File: src/rtl/kbd_pkg.sv
// kbd_pkg: shared types and constants for the keyboard scan-code sequencer.
//   state_e     - sequencer FSM states
//   SC_EXT      - extended-key prefix byte
//   SC_BRK      - break (key release) prefix byte
//   ASCII_NONE  - ASCII value reported for unmapped / extended codes
//   held_code_t - {ext, code} identity of a key
package kbd_pkg;

  typedef enum logic [1:0] {
    StIdle,
    StDecode,
    StAckLo,
    StAckHi
  } state_e;

  localparam logic [7:0] SC_EXT     = 8'hE0;
  localparam logic [7:0] SC_BRK     = 8'hF0;
  localparam logic [7:0] ASCII_NONE = 8'h00;

  typedef struct packed {
    logic       ext;
    logic [7:0] code;
  } held_code_t;

endpackage

File: src/rtl/scancode_to_ascii.sv
// scancode_to_ascii: combinational set-2 scan code to lowercase ASCII table.
//   i_code  - scan-code byte
//   i_ext   - code carried an E0 prefix (extended keys are never mapped)
//   o_ascii - ASCII character, ASCII_NONE when unmapped
module scancode_to_ascii
  import kbd_pkg::*;
(
  input  logic [7:0] i_code,
  input  logic       i_ext,
  output logic [7:0] o_ascii
);

  always_comb begin
    o_ascii = ASCII_NONE;
    if (!i_ext) begin
      case (i_code)
        8'h1C: o_ascii = 8'h61; // a
        8'h32: o_ascii = 8'h62; // b
        8'h21: o_ascii = 8'h63; // c
        8'h23: o_ascii = 8'h64; // d
        8'h24: o_ascii = 8'h65; // e
        8'h2B: o_ascii = 8'h66; // f
        8'h34: o_ascii = 8'h67; // g
        8'h33: o_ascii = 8'h68; // h
        8'h43: o_ascii = 8'h69; // i
        8'h3B: o_ascii = 8'h6A; // j
        8'h42: o_ascii = 8'h6B; // k
        8'h4B: o_ascii = 8'h6C; // l
        8'h3A: o_ascii = 8'h6D; // m
        8'h31: o_ascii = 8'h6E; // n
        8'h44: o_ascii = 8'h6F; // o
        8'h4D: o_ascii = 8'h70; // p
        8'h15: o_ascii = 8'h71; // q
        8'h2D: o_ascii = 8'h72; // r
        8'h1B: o_ascii = 8'h73; // s
        8'h2C: o_ascii = 8'h74; // t
        8'h3C: o_ascii = 8'h75; // u
        8'h2A: o_ascii = 8'h76; // v
        8'h1D: o_ascii = 8'h77; // w
        8'h22: o_ascii = 8'h78; // x
        8'h35: o_ascii = 8'h79; // y
        8'h1A: o_ascii = 8'h7A; // z
        8'h45: o_ascii = 8'h30; // 0
        8'h16: o_ascii = 8'h31; // 1
        8'h1E: o_ascii = 8'h32; // 2
        8'h26: o_ascii = 8'h33; // 3
        8'h25: o_ascii = 8'h34; // 4
        8'h2E: o_ascii = 8'h35; // 5
        8'h36: o_ascii = 8'h36; // 6
        8'h3D: o_ascii = 8'h37; // 7
        8'h3E: o_ascii = 8'h38; // 8
        8'h46: o_ascii = 8'h39; // 9
        8'h29: o_ascii = 8'h20; // space
        8'h5A: o_ascii = 8'h0D; // enter
        default: o_ascii = ASCII_NONE;
      endcase
    end
  end

endmodule

File: src/rtl/kbd_scan_ctrl.sv
// kbd_scan_ctrl: pops bytes from the PS/2 receiver FIFO, folds E0/F0 prefixes
// into key events, tracks the held key and counts distinct presses.
//   clk, reset     - clock, synchronous active-high reset
//   kb_ready       - receiver FIFO non-empty
//   kb_data        - receiver FIFO head byte
//   kb_overflow    - receiver overflow flag
//   kb_nextdata_n  - pop request, receiver pops on its rising edge
//   en             - allow new pops
//   key_valid      - one-cycle pulse per complete key event
//   key_code/key_ext/key_release/ascii - event fields, held until next event
//   key_down       - a key is held
//   held_code      - {ext, code} of the held key
//   press_count    - distinct new presses (wraps)
//   overflow_seen  - sticky receiver overflow
module kbd_scan_ctrl
  import kbd_pkg::*;
#(
  parameter int unsigned ACK_LOW_CYCLES = 2,
  parameter int unsigned SETTLE_CYCLES  = 4,
  parameter int unsigned CNT_W          = 16
) (
  input  logic             clk,
  input  logic             reset,
  input  logic             kb_ready,
  input  logic [7:0]       kb_data,
  input  logic             kb_overflow,
  output logic             kb_nextdata_n,
  input  logic             en,
  output logic             key_valid,
  output logic [7:0]       key_code,
  output logic             key_ext,
  output logic             key_release,
  output logic [7:0]       ascii,
  output logic             key_down,
  output logic [8:0]       held_code,
  output logic [CNT_W-1:0] press_count,
  output logic             overflow_seen
);

  localparam int unsigned TmrMax = (ACK_LOW_CYCLES > SETTLE_CYCLES) ? ACK_LOW_CYCLES
                                                                     : SETTLE_CYCLES;
  localparam int unsigned TmrW   = $clog2(TmrMax + 1);

  state_e           r_state, w_state_d;
  logic [TmrW-1:0]  r_tmr, w_tmr_d;
  logic [7:0]       r_rx_byte, w_rx_byte_d;
  logic             r_ext_f, w_ext_f_d;
  logic             r_brk_f, w_brk_f_d;
  logic             r_nextdata_n, w_nextdata_n_d;
  logic             r_key_valid, w_key_valid_d;
  logic [7:0]       r_key_code, w_key_code_d;
  logic             r_key_ext, w_key_ext_d;
  logic             r_key_release, w_key_release_d;
  logic [7:0]       r_ascii, w_ascii_d;
  logic             r_key_down, w_key_down_d;
  held_code_t       r_held, w_held_d;
  logic [CNT_W-1:0] r_press_count, w_press_count_d;
  logic             r_overflow_seen;

  held_code_t       w_ev_code;
  logic [7:0]       w_ascii;

  assign w_ev_code = {r_ext_f, r_rx_byte};

  scancode_to_ascii u_scancode_to_ascii (
    .i_code  (r_rx_byte),
    .i_ext   (r_ext_f),
    .o_ascii (w_ascii)
  );

  always_comb begin
    w_state_d       = r_state;
    w_tmr_d         = r_tmr;
    w_rx_byte_d     = r_rx_byte;
    w_ext_f_d       = r_ext_f;
    w_brk_f_d       = r_brk_f;
    w_key_valid_d   = 1'b0;
    w_key_code_d    = r_key_code;
    w_key_ext_d     = r_key_ext;
    w_key_release_d = r_key_release;
    w_ascii_d       = r_ascii;
    w_key_down_d    = r_key_down;
    w_held_d        = r_held;
    w_press_count_d = r_press_count;

    unique case (r_state)
      StIdle: begin
        if (kb_ready && en) begin
          w_rx_byte_d = kb_data;
          w_state_d   = StDecode;
        end
      end
      StDecode: begin
        w_state_d = StAckLo;
        w_tmr_d   = '0;
        if (r_rx_byte == SC_EXT) begin
          w_ext_f_d = 1'b1;
        end else if (r_rx_byte == SC_BRK) begin
          w_brk_f_d = 1'b1;
        end else begin
          w_key_valid_d   = 1'b1;
          w_key_code_d    = r_rx_byte;
          w_key_ext_d     = r_ext_f;
          w_key_release_d = r_brk_f;
          w_ascii_d       = w_ascii;
          w_ext_f_d       = 1'b0;
          w_brk_f_d       = 1'b0;
          if (!r_brk_f) begin
            // Repeat makes of the held key are auto-repeat, not new presses.
            if (!r_key_down || (r_held != w_ev_code)) begin
              w_press_count_d = r_press_count + 1'b1;
            end
            w_held_d     = w_ev_code;
            w_key_down_d = 1'b1;
          end else if (r_key_down && (r_held == w_ev_code)) begin
            w_key_down_d = 1'b0;
          end
        end
      end
      StAckLo: begin
        if (r_tmr == TmrW'(ACK_LOW_CYCLES - 1)) begin
          w_state_d = StAckHi;
          w_tmr_d   = '0;
        end else begin
          w_tmr_d = r_tmr + 1'b1;
        end
      end
      StAckHi: begin
        // Receiver needs this long to sync the pop and refresh kb_ready.
        if (r_tmr == TmrW'(SETTLE_CYCLES - 1)) begin
          w_state_d = StIdle;
          w_tmr_d   = '0;
        end else begin
          w_tmr_d = r_tmr + 1'b1;
        end
      end
      default: w_state_d = StIdle;
    endcase

    w_nextdata_n_d = (w_state_d != StAckLo);
  end

  always_ff @(posedge clk) begin
    if (reset) begin
      r_state         <= StIdle;
      r_tmr           <= '0;
      r_rx_byte       <= '0;
      r_ext_f         <= 1'b0;
      r_brk_f         <= 1'b0;
      r_nextdata_n    <= 1'b1;
      r_key_valid     <= 1'b0;
      r_key_code      <= '0;
      r_key_ext       <= 1'b0;
      r_key_release   <= 1'b0;
      r_ascii         <= '0;
      r_key_down      <= 1'b0;
      r_held          <= '0;
      r_press_count   <= '0;
      r_overflow_seen <= 1'b0;
    end else begin
      r_state         <= w_state_d;
      r_tmr           <= w_tmr_d;
      r_rx_byte       <= w_rx_byte_d;
      r_ext_f         <= w_ext_f_d;
      r_brk_f         <= w_brk_f_d;
      r_nextdata_n    <= w_nextdata_n_d;
      r_key_valid     <= w_key_valid_d;
      r_key_code      <= w_key_code_d;
      r_key_ext       <= w_key_ext_d;
      r_key_release   <= w_key_release_d;
      r_ascii         <= w_ascii_d;
      r_key_down      <= w_key_down_d;
      r_held          <= w_held_d;
      r_press_count   <= w_press_count_d;
      r_overflow_seen <= r_overflow_seen | kb_overflow;
    end
  end

  assign kb_nextdata_n = r_nextdata_n;
  assign key_valid     = r_key_valid;
  assign key_code      = r_key_code;
  assign key_ext       = r_key_ext;
  assign key_release   = r_key_release;
  assign ascii         = r_ascii;
  assign key_down      = r_key_down;
  assign held_code     = r_held;
  assign press_count   = r_press_count;
  assign overflow_seen = r_overflow_seen;

endmodule

File: config.mk
export PLATFORM = sky130hd
export DESIGN_NAME = kbd_scan_ctrl
export DESIGN_NICKNAME = d
export VERILOG_FILES = /design/src/rtl/kbd_pkg.sv /design/src/rtl/scancode_to_ascii.sv /design/src/rtl/kbd_scan_ctrl.sv
export SDC_FILE = /design/constraint.sdc
export NUM_CORES = 1
export LEC_CHECK = 0
export CORE_MARGIN = 2
export CORE_UTILIZATION = 55
export CTS_CLUSTER_DIAMETER = 60
export DETAILED_ROUTE_END_ITERATION = 10
export PLACE_DENSITY = 0.83
export SLEW_MARGIN = 5
export SYNTH_ARGS = -nofsm -noshare
export SYNTH_HDL_FRONTEND = slang
export SYNTH_HIERARCHICAL = 1
export SYNTH_SLANG_ARGS = --single-unit
File: constraint.sdc
create_clock -name clk -period 4.6 [get_ports clk]
set_clock_uncertainty 0.15 [all_clocks]
set_input_delay 0.69 -clock clk [delete_from_list [all_inputs] [get_ports clk]]
set_output_delay 0.69 -clock clk [all_outputs]
set_load 0.02 [all_outputs]
==> impl_metrics.csv, run 1 <==
group,metric,value,unit
global_route,track_usage,26.64,%
power,clockPowerShare,44.6,%
sta,report.final.setup_viol,0,
detailed_routing,drt_iter0_markers,253,
detailed_routing,wl_per_cell,15.31,um
critical_path,startpoint,"r_rx_byte[3]",
power,p_leak,1.372,nW
global_route,antenna_found_initial,0,
clocking,clk_path_buf_depth,2,
power,p_sw_share,25.53,%
sta,max_freq,0.3665,GHz
clocking,cts_made_buffers,9,
global_route,grt_max_degree,63,
sta,period_share,59.31,%
critical_path,cp_max_fo,29,
critical_path,cp.required,4.64,ns
floorplan,dieArea,6771,um^2
detailed_routing,route.detailed.vias_per_inst,5.991,
clocking,htreeDepth,3,
synth,synth.net_count,456,
critical_path,reg2reg_to,"press_count[1]",
synth,synth_ff_type,"dfxtp_1",
clocking,cts_root_buffer,"clkbuf_8",
sta,finalMaxSlewViolations,0,
critical_path,r2r_start,"r_rx_byte[3]",
placement,routabilityCongestion,0.9370,
synth,ys_types,59,
floorplan,fp.dieH,82.29,um
synth,ys_top_cells_by_area,"dfxtp_1 37%, a21oi_1 9.7%, nand2_1 8.9%",
global_route,grt_first_pass_wirelength,14010,um
synth,synth_edf_count,0,
sta,hold_violations,0,
clocking,post-cts-setup-buffers,0,
final_layout,drive_gt1_share,6.289,%
critical_path,crit_path_end,"press_count[1]",
detailed_routing,detail_route.first_pass.iterations,5,
detailed_routing,num_vias,3307,
critical_path,worst-r2r-cell-count,5,
power,p_comb_share,10.8,%
power,p_seq_share,44.5,%
synth,syn_area,3371,um^2
floorplan,core,5921,um^2
detailed_routing,ant_nets,0,
detailed_routing,wirelength,8450,um
floorplan,io_pins,60,
clocking,cts_resized,0,
critical_path,start_kind,"flip-flop",
critical_path,arrival,2.77,ns
min_path,hp-class,"reg2reg",
job,drv_cap,0,
detailed_routing,drcViolationCount,0,
global_route,grt_pass1_vias,2955,
clocking,path_clk_slew,0.08,ns
floorplan,rows,28,
power,powerDensity,313.7,nW/um^2
synth,ys_warn_count,6,
critical_path,critPathKind,"reg2reg",
power,intPower,0.9640,mW
sta,hold_slack,0.3065,ns
synth,async_flop_share,0,%
sta,post-route-min-period,2.728,ns
synth,ys_ff_latch,62,
power,p_switching,0.3305,mW
floorplan,fp.dieW,82.29,um
clocking,tritoncts,"done",
final_layout,final_cell_mix,"80 x nand2_1, 65 x a21oi_1, 62 x dfxtp_1, 58 x clkdlybuf4s50_1, 22 x o21ai_0",
final_layout,syn_to_final_growth,22.42,%
synth,synthCells,431,
placement,port_buffers,59,
power,ir_drop,0.0002811,V
clocking,clkLatencyLatePin,0.35,ns
floorplan,start_util,56.93,%
critical_path,end_kind,"flip-flop",
sta,slew_headroom,26.01,%
synth,yosys.area.top_type,"dfxtp_1",
final_layout,fill_cells,480,
synth,yosysSeqAreaShare,36.82,%
clocking,cts.sinks,62,
status,status,"complete, no violations",
final_layout,layout.cells.most_common,"nand2_1",
sta,rsz0062_at_grt,"no",
final_layout,diodes,0,
sta,tightest_slew,1.110,ns
critical_path,rrSetupSlack,1.87,ns
global_route,gr-total-overflow,0,
placement,dp_hpwl,5580,um
synth,synth_area_per_cell,7.821,um^2
synth,synth.top_cell.area_share,36.82,%
final_layout,nNetsFinal,497,
sta,setup_tns,0,ns
clocking,cts_hold_buf,0,
[state kept, by name, summed over array words and instances, names as in the netlist, 2 cells and up]
| name | flops |
|---|---|
| key_code | 8 |
| r_state | 2 |
| r_tmr | 3 |
| press_count | 16 |
| held_code | 9 |
| r_rx_byte | 8 |
| ascii | 8 |
[worst min path at each step]
| stage | from | to | slack [ns] | depth (start not counted) |
|---|---|---|---|---|
| after floorplan | r_ext_f | key_ext | 0.33 | 2 |
| after global placement | key_code[7] | key_code[7] | 0.29 | 2 |
| after detailed placement | key_release | key_release | 0.30 | 2 |
| after CTS | key_ext | key_ext | 0.31 | 2 |
| after global routing | ascii[7] | ascii[7] | 0.33 | 2 |
| final | key_ext | key_ext | 0.31 | 2 |
[synth_stat cells (all sizes together), types with 6 or more instances]
| master | n |
|---|---|
| nand2 | 80 |
| a21oi | 65 |
| dfxtp | 62 |
| o21ai | 32 |
| nor2 | 19 |
| clkbuf | 16 |
| buf | 13 |
| ha | 12 |
| nand3 | 12 |
| inv | 10 |
| or3 | 10 |
| nand4 | 9 |
| xnor2 | 9 |
| nor2b | 8 |
| o31ai | 6 |
| or4 | 6 |
[cells by family (layout without fill, tap and decap cells)]
logic type / Yosys count / count (layout) / share of synthesized area [%]
AND/OR/NAND/NOR: 166 / 166 / 24.28
flip-flops: 62 / 62 / 36.82
multiplexers: 3 / 3 / 0.9280
buffers and inverters: 40 / 86 / 5.976
adder cells (fa/ha/maj): 12 / 12 / 4.454
XOR/XNOR: 10 / 10 / 2.599
other: 1 / 1 / 0.1113
AO/OA/AOI/OAI: 137 / 137 / 24.83
[power by group through the flow]
stage | Clock, mW | Sequential [mW] | Combinational, mW
after floorplan | 0 | 0.580 | 0.107
after global placement | 0 | 0.588 | 0.135
after detailed placement | 0 | 0.588 | 0.137
after CTS | 0.581 | 0.576 | 0.139
after global routing | 0.605 | 0.579 | 0.155
final | 0.578 | 0.577 | 0.140
[final cells by class]
class | count | area, um^2 | share of cell area [%]
clock buffer | 9 | 123.9 | 3.002
clock inverter | 7 | 112.6 | 2.729
inverter | 11 | 41.29 | 1.001
multi-input combinational | 329 | 1928 | 46.73
sequential | 62 | 1241 | 30.08
tap | 75 | 93.84 | 2.274
timing repair buffer | 59 | 585.6 | 14.19
[worst max-delay path, stage by stage, from the launching register on]
cell and delay [ns]:
dfxtp_1 0.93, xnor2_1 0.19, nand4_1 0.18, o31ai_4 0.80, mux2i_1 0.26, nor2_1 0.05
[stage by stage]
step / cells / power [mW] / cell area, um^2 / utilization (%) / setup WS (ns)
2_1_floorplan: 431 / 0.6872 / 3371 / - / 2.535
3_3_place_gp: 536 / 0.7232 / 3890 / 65.70 / 1.946
3_5_place_dp: 536 / 0.7253 / 3890 / 65.70 / 1.874
4_1_cts: 552 / 1.296 / 4126 / 69.70 / 1.870
5_1_grt: 552 / 1.339 / 4126 / 69.70 / 1.645
6_report: 552 / 1.295 / 4126 / 69.70 / 1.872
[metal layers]
metal,up-vias,GRT usage (%),routed length [um]
met5,-,0,0
met4,0,10.17,149
met3,17,5.217,537
met2,129,39.76,3866
met1,1558,37.89,3896
li1,1603,-,-
Note: power is estimated with default switching activity, not from simulation.
==> inputs of run 2 (changes only) <==
- CORE_UTILIZATION: 55 -> 47
- PLACE_DENSITY: 0.83 -> 0.75
- clock period: 4.6 -> 2.41 ns (I/O delays scaled with it)
==> run 2 against run 1 <==
Sequential power is 87% higher. Via count is 0.15% lower. Critical path depth is 4 higher. Register-to-register slack worse by 1.6 ns. Flip-flop and latch count stayed put. Critical path type unchanged. Maximum frequency is 26% higher. Final cell count is 7.2% higher. Highest routed layer unchanged. Final area is 3.2% higher.
==> impl_metrics.csv, run 2 (same netlist as run 1, synthesis figures left out) <==
group,metric,value,unit
critical_path,critPathKind,"reg2reg",
critical_path,startpoint,"r_rx_byte[0]",
sta,layout_setup_ws,0.2457,ns
sta,hold_violations,0,
final_layout,syn_to_final_growth,26.28,%
detailed_routing,wl_met3,349,um
placement,placedCellCount,577,
detailed_routing,detail_route.first_pass.iterations,4,
final_layout,largest_reg_flops,16,
sta,setup_tns,0,ns
detailed_routing,routed.top_layer,"met4",
clocking,cts_made_buffers,9,
placement,routabilityCongestion,0.9601,
floorplan,io_pins,60,
clocking,cts_root_buffer,"clkbuf_8",
final_layout,fin_area,4257,um^2
global_route,antenna_found_initial,0,
detailed_routing,route.detailed.vias_per_inst,5.578,
final_layout,fill_cells,628,
floorplan,fp.dieH,88.69,um
global_route,grt_max_degree,29,
final_layout,drive_gt1_share,9.677,%
sta,post-route-min-period,2.164,ns
clocking,tritoncts,"done",
floorplan,core,6869,um^2
global_route,grt_pass1_vias,3024,
final_layout,nNetsFinal,517,
final_layout,final_cell_mix,"80 x nand2_1, 65 x a21oi_1, 62 x dfxtp_1, 58 x clkdlybuf4s50_1, 22 x o21ai_0",
critical_path,start_kind,"flip-flop",
sta,rsz0062_at_grt,"no",
detailed_routing,ant_nets,0,
power,p_leak,1.454,nW
floorplan,fp.dieW,88.69,um
min_path,hp-class,"reg2reg",
final_layout,final_cells,592,
critical_path,cp.required,2.54,ns
placement,dp_hpwl,6321,um
placement,pre_cts_slack,0.2927,ns
final_layout,diodes,0,
detailed_routing,num_vias,3302,
power,ir_drop,0.0003489,V
clocking,path_clk_slew,0.07,ns
placement,place_area,4091,um^2
floorplan,rows,30,
detailed_routing,wl_met2,4142,um
detailed_routing,drt_iter0_markers,186,
placement,port_buffers,59,
floorplan,start_util,49.07,%
sta,max_freq,0.4621,GHz
sta,tightest_slew,0.5506,ns
clocking,clkLatencyLatePin,0.34,ns
power,finalPower,2.193,mW
critical_path,cp_max_fo,5,
clocking,cts_hold_buf,0,
sta,slew_headroom,63.24,%
final_layout,layout.cells.most_common,"nand2_1",
detailed_routing,wl_per_cell,15.00,um
detailed_routing,wirelength,8879,um
clocking,cts_resized,0,
sta,period_share,89.80,%
critical_path,arrival,2.29,ns
critical_path,end_kind,"flip-flop",
global_route,gr-total-overflow,0,
detailed_routing,drcViolationCount,0,
clocking,cts.sinks,62,
job,drv_cap,0,
sta,report.final.setup_viol,0,
min_path,hp-start,"key_code[7]",
global_route,grt_first_pass_wirelength,14440,um
floorplan,dieArea,7865,um^2
status,status,"complete, no violations",
power,powerDensity,515.3,nW/um^2
sta,finalMaxSlewViolations,0,
clocking,clk_path_buf_depth,2,
critical_path,r2r_start,"r_rx_byte[0]",
detailed_routing,wl_met1,4249,um
clocking,post-cts-setup-buffers,0,
global_route,track_usage,23.54,%
clocking,htreeDepth,3,
## run 2: area by class of cell
type / instances / area (um^2) / area share, %
Clock inverter: 4 / 23.77 / 0.5585
Inverter: 11 / 41.29 / 0.9700
Multi-Input combinational cell: 329 / 1928 / 45.30
Timing Repair Buffer: 79 / 760.7 / 17.87
Clock buffer: 11 / 141.4 / 3.322
Sequential cell: 62 / 1241 / 29.16
Tap cell: 96 / 120.1 / 2.822
## run 2: through the flow
| step | utilization, % | hold WS (ns) |
|---|---|---|
| 2_1_floorplan | - | 0.3278 |
| 3_3_place_gp | 59.56 | 0.2944 |
| 3_5_place_dp | 59.56 | 0.2994 |
| 4_1_cts | 61.97 | 0.2991 |
| 5_1_grt | 61.97 | 0.3238 |
| 6_report | 61.97 | 0.3052 |
## run 2: final timing paths
check | end | slack, ns | cells past startpoint
hold / removal | key_code[7] | 0.31 | 2
setup reg to reg | ascii[1] | 0.25 | 9
setup / recovery | ascii[1] | 0.25 | 9
hold reg to reg | key_code[7] | 0.31 | 2
## run 2: worst max-delay path, cell delays in order (launching register included)
cell and delay, ns:
dfxtp_1 0.36, inv_1 0.17, ha_1 0.24, and2b_1 0.26, a21oi_1 0.07, or4_1 0.40
a21oi_1 0.15, o31a_1 0.14, nand2_1 0.05, a21oi_1 0.11
## run 2: per-layer routing
metal / vias to the layer above / global-route usage, %
met1: 1572 / 32.59
met3: 11 / 5.131
met5: - / 0
met4: 0 / 8.953
li1: 1645 / -
met2: 74 / 35.89
## run 2: report_power, final
group / switching, mW / internal, mW / leakage, nW
clock network: 0.398 / 0.392 / 0.0889
logic: 0.190 / 0.136 / 0.864
registers: 0.0297 / 1.05 / 0.502
==> inputs of run 3 (changes only) <==
- CORE_UTILIZATION: 47 -> 50
- PLACE_DENSITY: 0.75 -> 0.77
- SLEW_MARGIN: 5 -> unset
- SYNTH_HIERARCHICAL: 1 -> unset
==> run 3 against run 2 <==
Power up 17%. Sequential share of layout area down 5.2 points. Synthesized cell count up 22%. Utilization up 7.2 points. Synthesized area up 25%. Final area up 34%. Hold slack worse by 0.0016 ns. Final cell count up 24%. Sequential power up 8%. Routed wire length up 49%. Maximum frequency down 7.3%. Via count up 34%.
==> impl_metrics.csv, run 3 <==
group,metric,value,unit
status,status,"complete, no violations",
sta,period_share,96.92,%
floorplan,fp.dieW,95.85,um
sta,post-route-min-period,2.336,ns
detailed_routing,wl_met1,5754,um
placement,place_area,5343,um^2
synth,syn_area,4218,um^2
min_path,hp-class,"reg2reg",
sta,hold_slack,0.3036,ns
synth,synth.net_count,550,
power,p_seq_share,45.4,%
clocking,htreeDepth,3,
sta,slew_headroom,58.90,%
detailed_routing,drt_iter0_markers,276,
synth,synth_ff_type,"dfxtp_1",
global_route,grt_first_pass_wirelength,20520,um
sta,setup_tns,0,ns
floorplan,dieArea,9186,um^2
power,ir_drop,0.0002312,V
final_layout,drive_gt1_share,21.68,%
synth,synth_edf_count,0,
power,p_comb_share,23.3,%
synth,yosys.area_share.simple,24.83,%
critical_path,arrival,2.40,ns
synth,async_flop_share,0,%
clocking,tritoncts,"done",
sta,layout_setup_ws,0.07430,ns
synth,synthMostInstantiatedCell,"dfxtp_1",
job,drv_cap,0,
power,p_sw_share,30.80,%
global_route,antenna_found_initial,0,
global_route,grt_max_degree,42,
clocking,cts_made_buffers,9,
sta,tightest_slew,0.6109,ns
synth,synth_xor_area_share,2.077,%
power,p_switching,0.7935,mW
final_layout,multiInputGateArea,2716,um^2
placement,routabilityCongestion,0.9354,
detailed_routing,wl_met3,819,um
detailed_routing,ant_nets,0,
detailed_routing,wl_per_cell,17.89,um
detailed_routing,route.detailed.vias_per_inst,6.020,
placement,port_buffers,58,
clocking,cts_hold_buf,0,
clocking,clk_path_buf_depth,2,
synth,ys_top_cells_by_area,"dfxtp_1 32%, mux2i_1 6.2%, a21oi_1 5.2%",
synth,muxShareOfSynthArea,9.641,%
global_route,grt_pass1_vias,4074,
final_layout,fin_area,5684,um^2
synth,yosys-top-cells-count,"68 x dfxtp_1, 58 x nand2_1, 44 x a21oi_1",
final_layout,final_cell_mix,"71 x buf_4, 68 x dfxtp_1, 56 x nand2_1, 55 x clkdlybuf4s50_1, 43 x a21oi_1",
detailed_routing,detail_route.first_pass.iterations,6,
final_layout,regArea,1361,um^2
global_route,gr-total-overflow,0,
critical_path,cp.required,2.48,ns
synth,ys_ff_latch,68,
critical_path,end_kind,"flip-flop",
final_layout,diodes,0,
synth,yosysSeqAreaShare,32.28,%
placement,dp_hpwl,9648,um
clocking,path_clk_slew,0.07,ns
floorplan,rows,33,
power,powerDensity,453.2,nW/um^2
final_layout,final_util,69.18,%
synth,synth.top_cell.area_share,32.28,%
clocking,clkLatencyLatePin,0.35,ns
floorplan,io_pins,60,
synth,synth_compound_area_share,21.00,%
detailed_routing,num_vias,4437,
synth,ys_warn_count,0,
final_layout,layout.cells.most_common,"buf_4",
detailed_routing,drcViolationCount,0,
global_route,track_usage,28.95,%
power,finalPower,2.576,mW
detailed_routing,wl_met2,6176,um
final_layout,syn_to_final_growth,34.77,%
power,intPower,1.782,mW
synth,ys_types,74,
floorplan,core,8217,um^2
synth,yosys.area.top_type,"dfxtp_1",
detailed_routing,wirelength,13190,um
power,clockPowerShare,31.4,%
floorplan,start_util,51.33,%
detailed_routing,routed.top_layer,"met4",
sta,finalMaxSlewViolations,0,
final_layout,final_cells,737,
power,p_leak,2.096,nW
critical_path,start_kind,"flip-flop",
placement,placedCellCount,717,
synth,synth_area_per_cell,8.019,um^2
final_layout,nNetsFinal,652,
critical_path,cp_max_fo,7,
sta,max_freq,0.4281,GHz
synth,synthAdderAreaFrac,3.263,%
sta,hold_violations,0,
critical_path,critPathKind,"reg2reg",
floorplan,fp.dieH,95.85,um
sta,report.final.setup_viol,0,
synth,synth_top_family_by_area,"simple AND/OR/NAND/NOR gates",
clocking,cts_root_buffer,"clkbuf_8",
clocking,cts.sinks,68,
placement,pre_cts_slack,-0.4016,ns
final_layout,fill_cells,689,
synth,synthCells,526,
-- run 3: power by group through the flow --
| stage | Sequential [mW] | Clock (mW) | Combinational (mW) |
|---|---|---|---|
| after floorplan | 1.20 | 0 | 0.330 |
| after global placement | 1.19 | 0 | 0.547 |
| after detailed placement | 1.19 | 0 | 0.551 |
| after CTS | 1.17 | 0.828 | 0.560 |
| after global routing | 1.17 | 0.868 | 0.641 |
| final | 1.17 | 0.808 | 0.600 |
-- run 3: what timing repair did --
item,CTS,global route
endpoints found under the setup margin,3,8
gates resized for setup,6,26
cloned,0,0
setup buffers,1,4
pin swaps,1,10
-- run 3: cell families after synthesis --
| kind of cell | Yosys count |
|---|---|
| AO/OA/AOI/OAI | 129 |
| XOR/XNOR | 10 |
| adder cells (fa/ha/maj) | 11 |
| buffers and inverters | 66 |
| flip-flops | 68 |
| multiplexers | 37 |
| other | 1 |
| AND/OR/NAND/NOR | 204 |
-- run 3: cell type report --
type	count	share of cell area (%)
clock buffer	9	2.179
clock inverter	6	0.7484
inverter	21	1.431
multi-input combinational	392	47.79
sequential	68	23.95
tap	105	2.311
timing repair buffer	136	21.59
-- run 3: worst paths after layout --
kind	end	cells past startpoint	slack, ns	from
worst min-delay path	ascii[5]	2	0.30	flip-flop
worst min register to register	ascii[5]	2	0.30	flip-flop
worst max register to register	flip-flop	9	0.07	r_state[1]
worst max-delay path	flip-flop	9	0.07	r_state[1]
-- run 3: routing by layer --
layer	up-vias	GRT usage, %
li1	2115	-
met4	0	13.69
met5	-	0
met3	30	4.072
met2	196	46.50
met1	2096	38.28
-- run 3: worst max-delay path, stage by stage (launching register included) --
cell,delay [ns]
dfxtp_1,0.32
and4bb_2,0.39
buf_6,0.14
nand2_4,0.05
a21oi_4,0.24
inv_2,0.10
ha_4,0.32
a2bb2oi_2,0.13
a211oi_1,0.06
o31ai_1,0.30
